===== config.mk =====
export PLATFORM = sky130hd
export DESIGN_NAME = mem_seq_ctrl
export DESIGN_NICKNAME = d
export VERILOG_FILES = /design/src/rtl/mem_seq_pkg.sv /design/src/rtl/mem_seq_cmp.sv /design/src/rtl/mem_seq_ctrl.sv
export SDC_FILE = /design/constraint.sdc
export NUM_CORES = 1
export LEC_CHECK = 0
export CAP_MARGIN = 10
export CELL_PAD_IN_SITES_DETAIL_PLACEMENT = 1
export CELL_PAD_IN_SITES_GLOBAL_PLACEMENT = 1
export CORE_UTILIZATION = 30
export CTS_CLUSTER_DIAMETER = 60
export CTS_CLUSTER_SIZE = 40
export DETAILED_ROUTE_END_ITERATION = 6
export HOLD_SLACK_MARGIN = 0.03
export PLACE_DENSITY_LB_ADDON = 0.1
export SYNTH_ARGS = -nofsm -noshare
export SYNTH_HDL_FRONTEND = slang
export SYNTH_HIERARCHICAL = 1
export SYNTH_SLANG_ARGS = --single-unit

===== constraint.sdc =====
create_clock -name clk -period 4.87 [get_ports clk]
set_clock_uncertainty 0.2 [all_clocks]
set_input_delay 0.974 -clock clk [delete_from_list [all_inputs] [get_ports clk]]
set_output_delay 0.974 -clock clk [all_outputs]
set_load 0.01 [all_outputs]

===== src/rtl/mem_seq_pkg.sv =====
// Shared types and defaults for the memory sequencer (mem_seq_ctrl and mem_seq_cmp).
package mem_seq_pkg;

    localparam int ADDR_W_DEF = 10;
    localparam int DATA_W_DEF = 32;

    typedef enum logic [1:0] {
        S_IDLE   = 2'd0,
        S_COPY   = 2'd1,
        S_VERIFY = 2'd2,
        S_SCAN   = 2'd3
    } state_t;

endpackage


===== src/rtl/mem_seq_cmp.sv =====
// Read-back compare stage: holds the expected ROM word for one cycle so it lines up
// with the RAM read data, and keeps a sticky mismatch flag.
module mem_seq_cmp #(
    parameter int DATA_W = 32
) (
    input  logic              clk,
    input  logic              rst,
    input  logic              clr,
    input  logic              vld,
    input  logic [DATA_W-1:0] exp_d,
    input  logic [DATA_W-1:0] act_d,
    output logic              err
);

    logic              vld_p1;
    logic [DATA_W-1:0] exp_p1;

    // control: valid flag and sticky error
    always_ff @(posedge clk) begin
        if (rst) begin
            vld_p1 <= 1'b0;
            err    <= 1'b0;
        end else begin
            vld_p1 <= vld;
            if (clr) begin
                err <= 1'b0;
            end else if (vld_p1 && (act_d != exp_p1)) begin
                err <= 1'b1;
            end
        end
    end

    // data: expected word delayed to match the RAM read latency
    always_ff @(posedge clk) begin
        exp_p1 <= exp_d;
    end

endmodule


===== src/rtl/mem_seq_ctrl.sv =====
// ROM-to-RAM block copier with optional read-back verify and a display scan over the block.
// Define MEMSEQ_VERIFY_EN to build the VERIFY state, compare stage and err flag.
module mem_seq_ctrl
    import mem_seq_pkg::*;
#(
    parameter int ADDR_W = ADDR_W_DEF,
    parameter int DATA_W = DATA_W_DEF
) (
    input  logic              clk,
    input  logic              rst,
    input  logic              start,
    input  logic              scan_tick,
    input  logic [ADDR_W-1:0] base,
    input  logic [ADDR_W-1:0] len,
    output logic [ADDR_W-1:0] rom_a,
    input  logic [DATA_W-1:0] rom_d,
    output logic [ADDR_W-1:0] ram_addr,
    output logic              ram_we,
    output logic [DATA_W-1:0] ram_din,
    input  logic [DATA_W-1:0] ram_dout,
    output logic [DATA_W-1:0] disp_data,
    output logic [ADDR_W-1:0] disp_addr,
    output logic              busy,
    output logic              done,
    output logic              err
);

    localparam logic [ADDR_W-1:0] ADDR_ONE = {{(ADDR_W-1){1'b0}}, 1'b1};

    state_t            state;
    logic [ADDR_W-1:0] idx;
    logic [ADDR_W-1:0] base_r;
    logic [ADDR_W-1:0] len_r;
    logic [ADDR_W-1:0] scan_off;
    logic [ADDR_W-1:0] scan_nxt;
    logic [ADDR_W-1:0] next_addr;
    logic              accept;

    // Offset within the block wraps at len, so the scan never leaves the copied words.
    always_comb begin
        scan_nxt = scan_off + ADDR_ONE;
        if (scan_off == (len_r - ADDR_ONE)) begin
            scan_nxt = '0;
        end
    end

    assign next_addr = base_r + idx + ADDR_ONE;
    assign accept    = start && ((state == S_IDLE) || (state == S_SCAN));

    // ROM data flows straight into the RAM; gated so the port reads 0 when not writing.
    assign ram_din = ram_we ? rom_d : '0;

    always_ff @(posedge clk) begin
        if (rst) begin
            state     <= S_IDLE;
            idx       <= '0;
            base_r    <= '0;
            len_r     <= '0;
            scan_off  <= '0;
            rom_a     <= '0;
            ram_addr  <= '0;
            ram_we    <= 1'b0;
            disp_data <= '0;
            disp_addr <= '0;
            busy      <= 1'b0;
            done      <= 1'b0;
        end else begin
            done <= 1'b0;
            case (state)
                S_IDLE, S_SCAN: begin
                    if (state == S_SCAN) begin
                        disp_data <= ram_dout;
                        if (scan_tick && (len_r != '0)) begin
                            scan_off  <= scan_nxt;
                            disp_addr <= base_r + scan_nxt;
                            ram_addr  <= base_r + scan_nxt;
                        end
                    end
                    if (start) begin
                        base_r <= base;
                        len_r  <= len;
                        idx    <= '0;
                        if (len == '0) begin
                            state     <= S_SCAN;
                            done      <= 1'b1;
                            scan_off  <= '0;
                            disp_addr <= base;
                            ram_addr  <= base;
                        end else begin
                            state    <= S_COPY;
                            busy     <= 1'b1;
                            rom_a    <= base;
                            ram_addr <= base;
                            ram_we   <= 1'b1;
                        end
                    end
                end
                S_COPY: begin
                    if (idx == (len_r - ADDR_ONE)) begin
                        ram_we <= 1'b0;
`ifdef MEMSEQ_VERIFY_EN
                        state    <= S_VERIFY;
                        idx      <= '0;
                        rom_a    <= base_r;
                        ram_addr <= base_r;
`else
                        state     <= S_SCAN;
                        busy      <= 1'b0;
                        done      <= 1'b1;
                        scan_off  <= '0;
                        disp_addr <= base_r;
                        ram_addr  <= base_r;
`endif
                    end else begin
                        idx      <= idx + ADDR_ONE;
                        rom_a    <= next_addr;
                        ram_addr <= next_addr;
                    end
                end
`ifdef MEMSEQ_VERIFY_EN
                S_VERIFY: begin
                    // idx == len is the drain cycle for the last read in flight.
                    if (idx == len_r) begin
                        state     <= S_SCAN;
                        busy      <= 1'b0;
                        done      <= 1'b1;
                        scan_off  <= '0;
                        disp_addr <= base_r;
                        ram_addr  <= base_r;
                    end else begin
                        idx      <= idx + ADDR_ONE;
                        rom_a    <= next_addr;
                        ram_addr <= next_addr;
                    end
                end
`endif
                default: begin
                    state <= S_IDLE;
                end
            endcase
        end
    end

`ifdef MEMSEQ_VERIFY_EN
    logic cmp_vld;

    assign cmp_vld = (state == S_VERIFY) && (idx != len_r);

    mem_seq_cmp #(
        .DATA_W (DATA_W)
    ) u_cmp (
        .clk   (clk),
        .rst   (rst),
        .clr   (accept),
        .vld   (cmp_vld),
        .exp_d (rom_d),
        .act_d (ram_dout),
        .err   (err)
    );
`else
    assign err = 1'b0;
`endif

endmodule

==> out/qor.csv, run 1 <==
stage,metric,value,unit
sta,fin_crit,4540,ps
pwr,power_density,343,nW/um2
sta,setup_viol,0,
layout,fillers,2548,
floorplan,core_area,21200,um2
yosys,async_reset_ff_share,0,%
worst_setup_path,cp.arrival,4600,ps
grt,grt_start_max_net_pins,61,
sta,maxSlewViolCount,0,
pwr,power,3110,uW
outcome,status,"finished, final reports clean",
layout,final_nets,1081,
yosys,synth_cells,798,
worst_setup_path,crit_chain,"inv_1, ha_1, or4b_2, nor4_2, nor3b_1, a31oi_1, nor3_2, buf_4, nor2_1, ha_1, a21o_1, a211oi_2, o21ai_0, a41oi_2, xor3_1, mux2_2, a22o_1",
route,ant_nets,0,
grt,grt_pass1_vias,6276,
sta,fmax,220,MHz
layout,layout-drive-gt1-share,8.33,%
worst_hold_path,worstHoldStart,rom_a[9],
floorplan,die_y,150,um
layout,antenna_cells,0,
clock_tree,cts_hold_buf,0,
clock_tree,numCtsBuffers,9,
run,drv_cap,0,
layout,fin_util,42.6,%
place,place_ws,-105,ps
route,routed_wl,24400,um
sta,tightest_slew,887,ps
worst_setup_path,r2r_cells,17,
clock_tree,cts_tree,yes,
place,hpwl,18600,um
worst_setup_path,cp.required,4920,ps
grt,grt_pass1_wl,37300,um
pwr,power_frac_clock,25.0,%
worst_setup_path,slowest_stage,or4b_2,
clock_tree,clkLatencyLatePin,360,ps
worst_setup_path,path_max_fanout,11,
route,drt-pass1-iter-count,4,
route,via_per_inst,5.13,
yosys,syn_nets,912,
yosys,yosysUniqueCellTypes,81,
sta,rsz0062_at_grt,false,
yosys,ys_seq_elements,106,
worst_hold_path,hold_end,rom_a[9],
route,drc,0,
clock_tree,clk_pin_slew,90,ps
yosys,synth_top_area_share,32.3,%
pwr,p_sw,1150,uW
worst_hold_path,hold_path_depth,2,
yosys,synth_ff_type,dfxtp_1,
place,routabilityCongestion,0.895,
sta,relSlewSlack,40.7,%
yosys,yosysWarningCount,6,
pwr,power.share.sequential,34.5,%
place,placed_cells,1229,
clock_tree,clkSinkCount,106,
worst_setup_path,start_kind,flip-flop,
clock_tree,cts-htree-levels,3,
worst_setup_path,end_kind,flip-flop,
route,vias,6397,
pwr,ir_worst_vdd,0.000235,V
pwr,switching_share,37.1,%
yosys,synth_area_per_cell,8.23,um2
route,drt-wirelength-per-cell,19.6,um
layout,syn_to_final_growth,37.8,%
place,port_buffers,184,
worst_setup_path,r2r_setup_slack,330,ps
clock_tree,cts_root_buf,clkbuf_16,
layout,seqCellArea,2120,um2
sta,finalWorstSetupSlack,326,ps
sta,hold_viol_final,0,
grt,overflow,0,
floorplan,num_rows,53,
floorplan,initial_utilization,30.9,%
pwr,p_leak,0.00342,uW
worst_setup_path,slowest_delay,670,ps
worst_setup_path,r2r-end,ram_addr[9],
worst_setup_path,critical_path_class,flip-flop to flip-flop,
floorplan,io_pins,186,
route,first_iter_violations,307,
pwr,internal-power,1950,uW
pwr,power.share.combinational,40.5,%
floorplan,die_area,22500,um2
clock_tree,cts_buffer_depth,2,
grt,antenna_found_initial,0,
sta,min_period_over_period,93.3,%
worst_setup_path,rr_startpoint,len_r[0],
yosys,synth_enable_flop_cells,0,
worst_setup_path,critPathMostFrequentCell,ha_1,
layout,multi_input_area,4190,um2
yosys,synth.cell_area,6570,um2
yosys,synth_area_leaders,"dfxtp_1 32%, mux2i_1 7.9%, nor2_1 6.2%",
yosys,yosysTopAreaCell,dfxtp_1,
yosys,ys_seq_area_share,32.3,%
floorplan,chipWidth,150,um
layout,stdcell_count,1247,
worst_hold_path,hp-class,flip-flop to flip-flop,
grt,grt.total_usage,21.9,%
-- critical path: cells and delay by family, from the launching register on --
family                     cells  cell delay [ps]
adders and majority gates      2              370
muxes                          1              270
xor gates and xnor gates       1              340
AOI/OAI and AO/OA              6             1250
and+or+nand+nor                5             1380
DFF                            1              350
buffers and inverters          2              280
-- repair_timing --
item                       in CTS  in global routing
gates resized for setup         1                  5
setup buffers                   0                  2
setup endpoints to repair       1                  9
pin swaps                       0                  1
-- per-stage QoR --
stage	TNS [ps]	cell area, um2	hold WS (ps)
6_report	0	9050	278
5_1_grt	0	9050	305
4_1_cts	0	9010	287
3_5_place_dp	-105	8700	263
3_3_place_gp	0	8700	264
2_1_floorplan	0	6570	259
-- logic make-up (layout without fill, tap and decap cells) --
logic type      count (synthesis)  after routing  share of synthesized area, %
fa+ha+maj                      26             26                          5.18
flops                         106            106                          32.3
compound gates                177            177                          19.4
simple gates                  316            316                          22.8
other cells                     1              1                        0.0571
xor+xnor                       45             45                          7.07
mux                            56             56                          8.61
buf+inv                        71            245                          4.52
-- synthesized netlist by cell type, types with 5 or more instances --
cell	number
nand2_1	80
nor4_1	5
a21oi_1	53
buf_2	6
xor2_1	13
or3_1	6
nor3_1	21
a21o_1	5
a211oi_2	6
nor2b_1	5
o21ai_0	31
and3_1	11
nand3_1	17
clkbuf_1	35
nor2_1	109
dfxtp_1	106
inv_1	20
nand4_1	5
o21a_1	8
mux2i_1	52
and2_1	35
xnor2_1	27
a22oi_1	19
a211oi_1	6
ha_1	24
-- flip-flops by register name, summed over array words and instances, names as in the netlist, 2 cells and up --
register / count
disp_data: 32
scan_off: 10
idx: 10
len_r: 10
state: 2
rom_a: 10
disp_addr: 10
ram_addr: 10
base_r: 10
-- cells in the final DEF (no fill, tap or decap), types with 24 or more instances in the layout --
cell type and count:
a21oi_1 53, and2_1 35, buf_4 24, clkdlybuf4s50_1 183
dfxtp_1 106, mux2i_1 52, nand2_1 80, nor2_1 109
o21ai_0 31, xnor2_1 27
-- per-layer routing --
metal  share of wire [%]  vias to the layer above  track usage [%]
li1                    -                     3137                -
met1                  47                     3089             30.1
met2                  47                      145             35.2
met3                 4.1                       26             3.48
met4                 2.0                        0             6.36
met5                   0                        -                0
-- cell type report --
cell class                 count  area share (%)
clock buffer                  10            2.53
clock inverter                 6           0.802
inverter                      22           0.913
multi-input combinational    621            46.3
sequential                   106            23.5
tap                          275            3.80
timing repair buffer         207            22.2
-- power groups by stage --
stage | Sequential, uW | Combinational [uW] | Clock (uW)
after floorplan | 1070 | 722 | 0
after global placement | 1090 | 1240 | 0
after detailed placement | 1090 | 1250 | 0
after CTS | 1080 | 1260 | 794
after global routing | 1090 | 1370 | 826
final | 1070 | 1260 | 776
-- worst max path at each step --
| stage | cells past startpoint | slack (ps) | from | end |
|---|---|---|---|---|
| floorplan | 16 | 350 | len_r[0] | ram_addr[9] |
| global placement | 17 | 70 | len_r[0] | ram_addr[9] |
| detailed placement | 17 | -100 | len_r[0] | ram_addr[9] |
| CTS | 17 | 8 | len_r[0] | ram_addr[9] |
| global route | 17 | 30 | len_r[0] | ram_addr[9] |
| finish | 17 | 330 | len_r[0] | ram_addr[9] |
No activity file was read; power rests on OpenSTA's default activity.
==> run 2: changes to the inputs <==
--- a/config.mk
+++ b/config.mk
@@ -8,7 +8,7 @@
 export CAP_MARGIN = 10
 export CELL_PAD_IN_SITES_DETAIL_PLACEMENT = 1
 export CELL_PAD_IN_SITES_GLOBAL_PLACEMENT = 1
-export CORE_UTILIZATION = 30
+export CORE_UTILIZATION = 32
 export CTS_CLUSTER_DIAMETER = 60
 export CTS_CLUSTER_SIZE = 40
 export DETAILED_ROUTE_END_ITERATION = 6
==> run 2 against run 1 <==
Effect of this change:
- hold slack worse by 8.3 ps
- global-route usage is 0.83 points higher
- clock-buffer cell count is 1 lower
- combinational power hardly changed
- flip-flop and latch count stayed put
- wire length is 2.0% lower
- largest power group unchanged
- highest routed layer unchanged
==> out/qor.csv, run 2 (synthesis results as in run 1) <==
stage,metric,value,unit,change
clock_tree,clkSinkCount,106,,unchanged
worst_setup_path,crit_path_start,len_r[0],,
sta,maxSlewViolCount,0,,unchanged
layout,fillers,2416,,-5.2%
grt,grt_start_max_net_pins,57,,-6.6%
worst_setup_path,r2r_cells,20,,+3
sta,min_period_over_period,93.6,%,+0.30 points
clock_tree,cts_root_buf,clkbuf_16,,
pwr,ir_worst_vdd,0.000175,V,-25%
floorplan,num_rows,52,,-1.9%
worst_setup_path,slowest_stage,or4b_2,,
clock_tree,cts-htree-levels,3,,unchanged
grt,overflow,0,,unchanged
sta,rsz0062_at_grt,false,,
clock_tree,clkLatencyLatePin,360,ps,about the same
outcome,status,"finished, final reports clean",,
worst_setup_path,cp.arrival,4610,ps,about the same
layout,layout_commonest_cell,clkdlybuf4s50_1,,
grt,antenna_found_initial,0,,unchanged
floorplan,io_pins,186,,unchanged
worst_setup_path,r2r_setup_slack,310,ps,about the same
layout,final_nets,1080,,-0.093%
place,port_buffers,184,,unchanged
sta,setup_viol,0,,unchanged
run,drv_cap,0,,unchanged
worst_setup_path,path_buf_inv,3,,+1
worst_setup_path,start_kind,flip-flop,,
worst_setup_path,crit_family,compound AO/OA/AOI/OAI gates,,
worst_setup_path,worst-path-stages,20,,+3
worst_setup_path,cp-endpoint,disp_addr[8],,
layout,fin_area,9030,um2,-0.19%
floorplan,die_y,145,um,-3.1%
floorplan,core_area,20200,um2,-5.0%
floorplan,chipWidth,145,um,-3.1%
worst_setup_path,slowest_delay,680,ps,about the same
floorplan,initial_utilization,32.5,%,+1.6 points
route,first_iter_violations,286,,-6.8%
worst_setup_path,r2r-end,disp_addr[8],,
worst_setup_path,cp.required,4920,ps,about the same
clock_tree,cts_tree,yes,,
sta,tightest_slew,963,ps,+76.0 ps
sta,hold_viol_final,0,,unchanged
layout,seqCellArea,2120,um2,unchanged
route,drc,0,,unchanged
sta,fin_crit,4560,ps,+14.4 ps
sta,setup_tns,0,ps,unchanged
grt,grt_pass1_wl,37500,um,+0.37%
place,routabilityCongestion,0.847,,-5.3%
layout,syn_to_final_growth,37.6,%,
route,drt-wirelength-per-cell,19.3,um,-1.5%
layout,layout-drive-gt1-share,8.44,%,+0.11 points
place,hpwl,18200,um,-2.1%
worst_hold_path,hp-class,flip-flop to flip-flop,,
grt,grt_pass1_vias,6492,,+3.4%
pwr,p_leak,0.00341,uW,about the same
route,routed_wl,23900,um,-2.0%
worst_setup_path,critical_path_class,flip-flop to flip-flop,,
place,place_ws,-43.1,ps,+61.5 ps
sta,relSlewSlack,35.3,%,-5.4 points
place,placed_cell_area,8690,um2,about the same
layout,largest-register,disp_data,,
clock_tree,numCtsBuffers,9,,unchanged
clock_tree,cts_buffer_depth,2,,unchanged
route,via_per_inst,5.22,,+1.7%
layout,multi_input_area,4190,um2,about the same
route,ant_nets,0,,unchanged
worst_setup_path,crit_chain,"inv_1, ha_1, or4b_2, nor3_1, o21ai_0, a31oi_1, nor3_2, buf_4, nor2_1, ha_1, inv_1, fa_1, nor2b_1, o21a_1, o21a_1, o31ai_2, a21oi_2, mux2i_1, a21oi_1, o221a_2",,
layout,fin_util,44.8,%,+2.1 points
sta,fmax,219,MHz,-0.32%
clock_tree,clk_pin_slew,80,ps,about the same
route,vias,6476,,+1.2%
layout,largest_register_ffs,32,,unchanged
worst_setup_path,end_kind,flip-flop,,
sta,finalWorstSetupSlack,312,ps,-14.4 ps
floorplan,die_area,21100,um2,-6.2%
clock_tree,cts_hold_buf,0,,unchanged
worst_setup_path,path_max_fanout,11,,unchanged
worst_setup_path,rr_startpoint,len_r[0],,
layout,antenna_cells,0,,unchanged
layout,final_cell_mix,"183 x clkdlybuf4s50_1, 109 x nor2_1, 106 x dfxtp_1, 80 x nand2_1",,
route,drt-pass1-iter-count,7,,+3
grt,grt.total_usage,22.7,%,+0.83 points
pwr,power_density,341,nW/um2,-0.66%
[run 2: what timing repair did]
item / 4_1_cts / 5_1_grt
gates resized for setup: 1 / 6
buffers inserted: 0 / 1
endpoints found under the setup margin: 1 / 7
pin swaps: 0 / 1
[run 2: worst register-to-register path, stage by stage, from the launching register on]
cell	delay, ps
dfxtp_1	340
inv_1	60
ha_1	210
or4b_2	680
nor3_1	170
o21ai_0	90
a31oi_1	280
nor3_2	100
buf_4	180
nor2_1	130
ha_1	190
inv_1	60
fa_1	400
nor2b_1	130
o21a_1	140
o21a_1	210
o31ai_2	110
a21oi_2	220
mux2i_1	210
a21oi_1	80
o221a_2	260
[run 2: cell type report]
class / count / share of cell area (%)
clock inverter: 7 / 0.762
multi-input combinational: 621 / 46.4
timing repair buffer: 206 / 22.2
inverter: 22 / 0.914
clock buffer: 9 / 2.49
sequential: 106 / 23.5
tap: 270 / 3.74
[run 2: stage by stage]
| step | hold slack [ps] | power (uW) | instances |
|---|---|---|---|
| after floorplan | 259 | 1800 | 798 |
| after CTS | 275 | 3110 | 1240 |
| final | 270 | 3080 | 1241 |
| after global routing | 292 | 3260 | 1241 |
| after detailed placement | 256 | 2340 | 1224 |
| after global placement | 257 | 2330 | 1224 |
[run 2: worst min-delay path by stage]
| stage | startpoint | end | slack (ps) | cells past startpoint |
|---|---|---|---|---|
| final | ram_addr[5] | ram_addr[5] | 270 | 2 |
| after global routing | ram_addr[5] | ram_addr[5] | 290 | 2 |
| after CTS | ram_addr[5] | ram_addr[5] | 280 | 2 |
| after detailed placement | ram_addr[5] | ram_addr[5] | 260 | 2 |
| after global placement | ram_addr[5] | ram_addr[5] | 260 | 2 |
| after floorplan | len_r[1] | len_r[1] | 260 | 2 |
[run 2: where the power goes]
part | leakage [uW] | switching, uW | internal (uW)
Sequential | 0.000863 | 114 | 962
Combinational | 0.00241 | 668 | 588
Clock | 0.000146 | 386 | 364
[run 2: per-layer routing]
metal	vias to the layer above	part of all wire, %	global-route usage, %
met1	3123	46	30.3
met4	0	1.7	5.53
met2	172	48	38.7
met3	28	4.3	2.96
li1	3153	-	-
met5	-	0	0
==> run 3: changes to the inputs <==
--- a/config.mk
+++ b/config.mk
@@ -13,7 +13,7 @@
 export CTS_CLUSTER_SIZE = 40
 export DETAILED_ROUTE_END_ITERATION = 6
 export HOLD_SLACK_MARGIN = 0.03
-export PLACE_DENSITY_LB_ADDON = 0.1
+export PLACE_DENSITY = 0.78
 export SYNTH_ARGS = -nofsm -noshare
 export SYNTH_HDL_FRONTEND = slang
 export SYNTH_HIERARCHICAL = 1
==> run 3 against run 2 <==
Effect of this change:
- die area is the same
- critical path depth shrank 3
- setup slack got worse by 160 ps
- final cell count shrank 0.40%
- sequential power barely moved
- sequential share of layout area decreased by 0.11 points
- combinational power hardly changed
- non-clock buffer count down 5
- wire length is 1.3% lower
- critical path type unchanged
==> out/qor.csv, run 3 (synthesis results as in run 1) <==
stage,metric,value,unit,change
sta,finalWorstSetupSlack,148,ps,-164 ps
place,hpwl,17300,um,-4.6%
layout,layout-drive-gt1-share,8.28,%,-0.16 points
floorplan,chipWidth,145,um,unchanged
worst_setup_path,critPathMostFrequentCell,ha_1,,
floorplan,num_rows,52,,unchanged
sta,hold_viol_final,0,,unchanged
floorplan,die_area,21100,um2,unchanged
layout,final_cell_mix,"183 x clkdlybuf4s50_1, 109 x nor2_1, 106 x dfxtp_1, 80 x nand2_1",,
layout,layout_commonest_cell,clkdlybuf4s50_1,,
route,ant_nets,0,,unchanged
place,place_ws,-121,ps,-77.6 ps
grt,grt.total_usage,22.5,%,-0.20 points
clock_tree,clkLatencyLatePin,360,ps,about the same
route,routed_wl,23600,um,-1.3%
pwr,power_density,352,nW/um2,+3.2%
layout,largest_register_ffs,32,,unchanged
sta,tightest_slew,939,ps,-24.9 ps
layout,antenna_cells,0,,unchanged
route,drc,0,,unchanged
worst_setup_path,slowest_stage,or4b_2,,
clock_tree,numCtsBuffers,9,,unchanged
worst_setup_path,path_max_fanout,11,,unchanged
worst_setup_path,end_kind,flip-flop,,
grt,grt_pass1_wl,37400,um,-0.15%
layout,syn_to_final_growth,38.2,%,
worst_setup_path,cp.arrival,4780,ps,+170 ps
worst_setup_path,start_kind,flip-flop,,
grt,antenna_found_initial,0,,unchanged
sta,holdWs,273,ps,+3.66 ps
layout,final_nets,1075,,-0.46%
sta,fin_crit,4720,ps,+164 ps
pwr,p_leak,0.00341,uW,about the same
worst_setup_path,crit_family,simple AND/OR/NAND/NOR gates,,
sta,setup_viol,0,,unchanged
layout,largest-register,disp_data,,
layout,fillers,2377,,-1.6%
place,port_buffers,184,,unchanged
grt,grt_pass1_vias,6644,,+2.3%
sta,maxSlewViolCount,0,,unchanged
floorplan,initial_utilization,32.5,%,unchanged
sta,fmax,212,MHz,-3.5%
floorplan,io_pins,186,,unchanged
route,via_per_inst,5.27,,+1.0%
worst_setup_path,path_buf_inv,2,,-1
clock_tree,clkSinkCount,106,,unchanged
grt,overflow,0,,unchanged
floorplan,core_area,20200,um2,unchanged
clock_tree,clk_pin_slew,80,ps,about the same
floorplan,die_y,145,um,unchanged
clock_tree,cts_root_buf,clkbuf_16,,
worst_setup_path,cp.required,4920,ps,about the same
grt,grt_start_max_net_pins,64,,+12%
worst_setup_path,critical_path_class,flip-flop to flip-flop,,
route,drt-pass1-iter-count,5,,-2
place,routabilityCongestion,0.954,,+13%
clock_tree,cts_buffer_depth,2,,unchanged
clock_tree,cts-htree-levels,3,,unchanged
worst_hold_path,hp-class,flip-flop to flip-flop,,
run,drv_cap,0,,unchanged
sta,min_period_over_period,97.0,%,+3.4 points
route,first_iter_violations,380,,+33%
clock_tree,cts_hold_buf,0,,unchanged
route,drt-wirelength-per-cell,19.1,um,-0.86%
sta,relSlewSlack,36.9,%,+1.7 points
worst_setup_path,slowest_delay,700,ps,+20 ps
pwr,ir_worst_vdd,0.000210,V,+19%
worst_setup_path,crit_chain,"inv_1, ha_1, or4b_2, nor4_4, nor3b_2, a31oi_2, nor3_2, buf_4, nor2_1, ha_1, a21o_1, a211oi_1, o21ai_1, a41oi_2, xor3_1, mux2_2, a22o_1",,
outcome,status,"finished, final reports clean",,
route,vias,6517,,+0.63%
clock_tree,cts_tree,yes,,
==> run 3: report_power, final <==
| part | leakage, uW | switching (uW) | internal, uW |
|---|---|---|---|
| clock network | 0.000167 | 358 | 508 |
| registers | 0.000863 | 115 | 962 |
| logic | 0.00238 | 668 | 584 |
| total | 0.00341 | 1140 | 2050 |
==> run 3: layout make-up <==
cell class	instances	area, um2	area share [%]
well taps	270	338	3.72
repair buffers	201	1970	21.7
clock inverters	7	124	1.37
flip-flops and latches	106	2120	23.4
inverters	22	82.6	0.910
clock buffers	9	225	2.48
multi-input cells	621	4210	46.4
==> run 3: routing by layer <==
metal / GRT usage (%) / vias to the layer above / share of wire, %
met5: 0 / - / 0
met4: 8.95 / 0 / 3.1
met3: 4.21 / 47 / 4.9
met2: 37.8 / 194 / 48
met1: 28.4 / 3151 / 44
li1: - / 3125 / -
==> run 3: worst min-delay path, cell delays in order, from the launching register on <==
cell	delay [ps]
dfxtp_1	320
nand2_1	50
a21oi_1	50
==> run 3: stage by stage <==
step	power, uW	TNS (ps)	area (um2)	cells	utilization, %
after floorplan	1800	0	6570	798	-
after global placement	2300	0	8650	1219	42.9
after detailed placement	2320	-121	8650	1219	42.9
after CTS	3210	0	9020	1235	44.7
after global routing	3380	-73.3	9070	1236	45.0
final	3200	0	9070	1236	45.0
==> run 3: what timing repair did <==
item	CTS	global route
pin swaps	0	2
gates resized for setup	2	10
setup endpoints to repair	2	8
setup buffers	0	1
==> run 3: worst paths after layout <==
check / start / to / slack (ps) / depth (start not counted)
setup reg to reg: len_r[0] / ram_addr[9] / 150 / 17
hold / removal: ram_addr[5] / ram_addr[5] / 270 / 2
hold reg to reg: ram_addr[5] / ram_addr[5] / 270 / 2
setup / recovery: len_r[0] / ram_addr[9] / 150 / 17
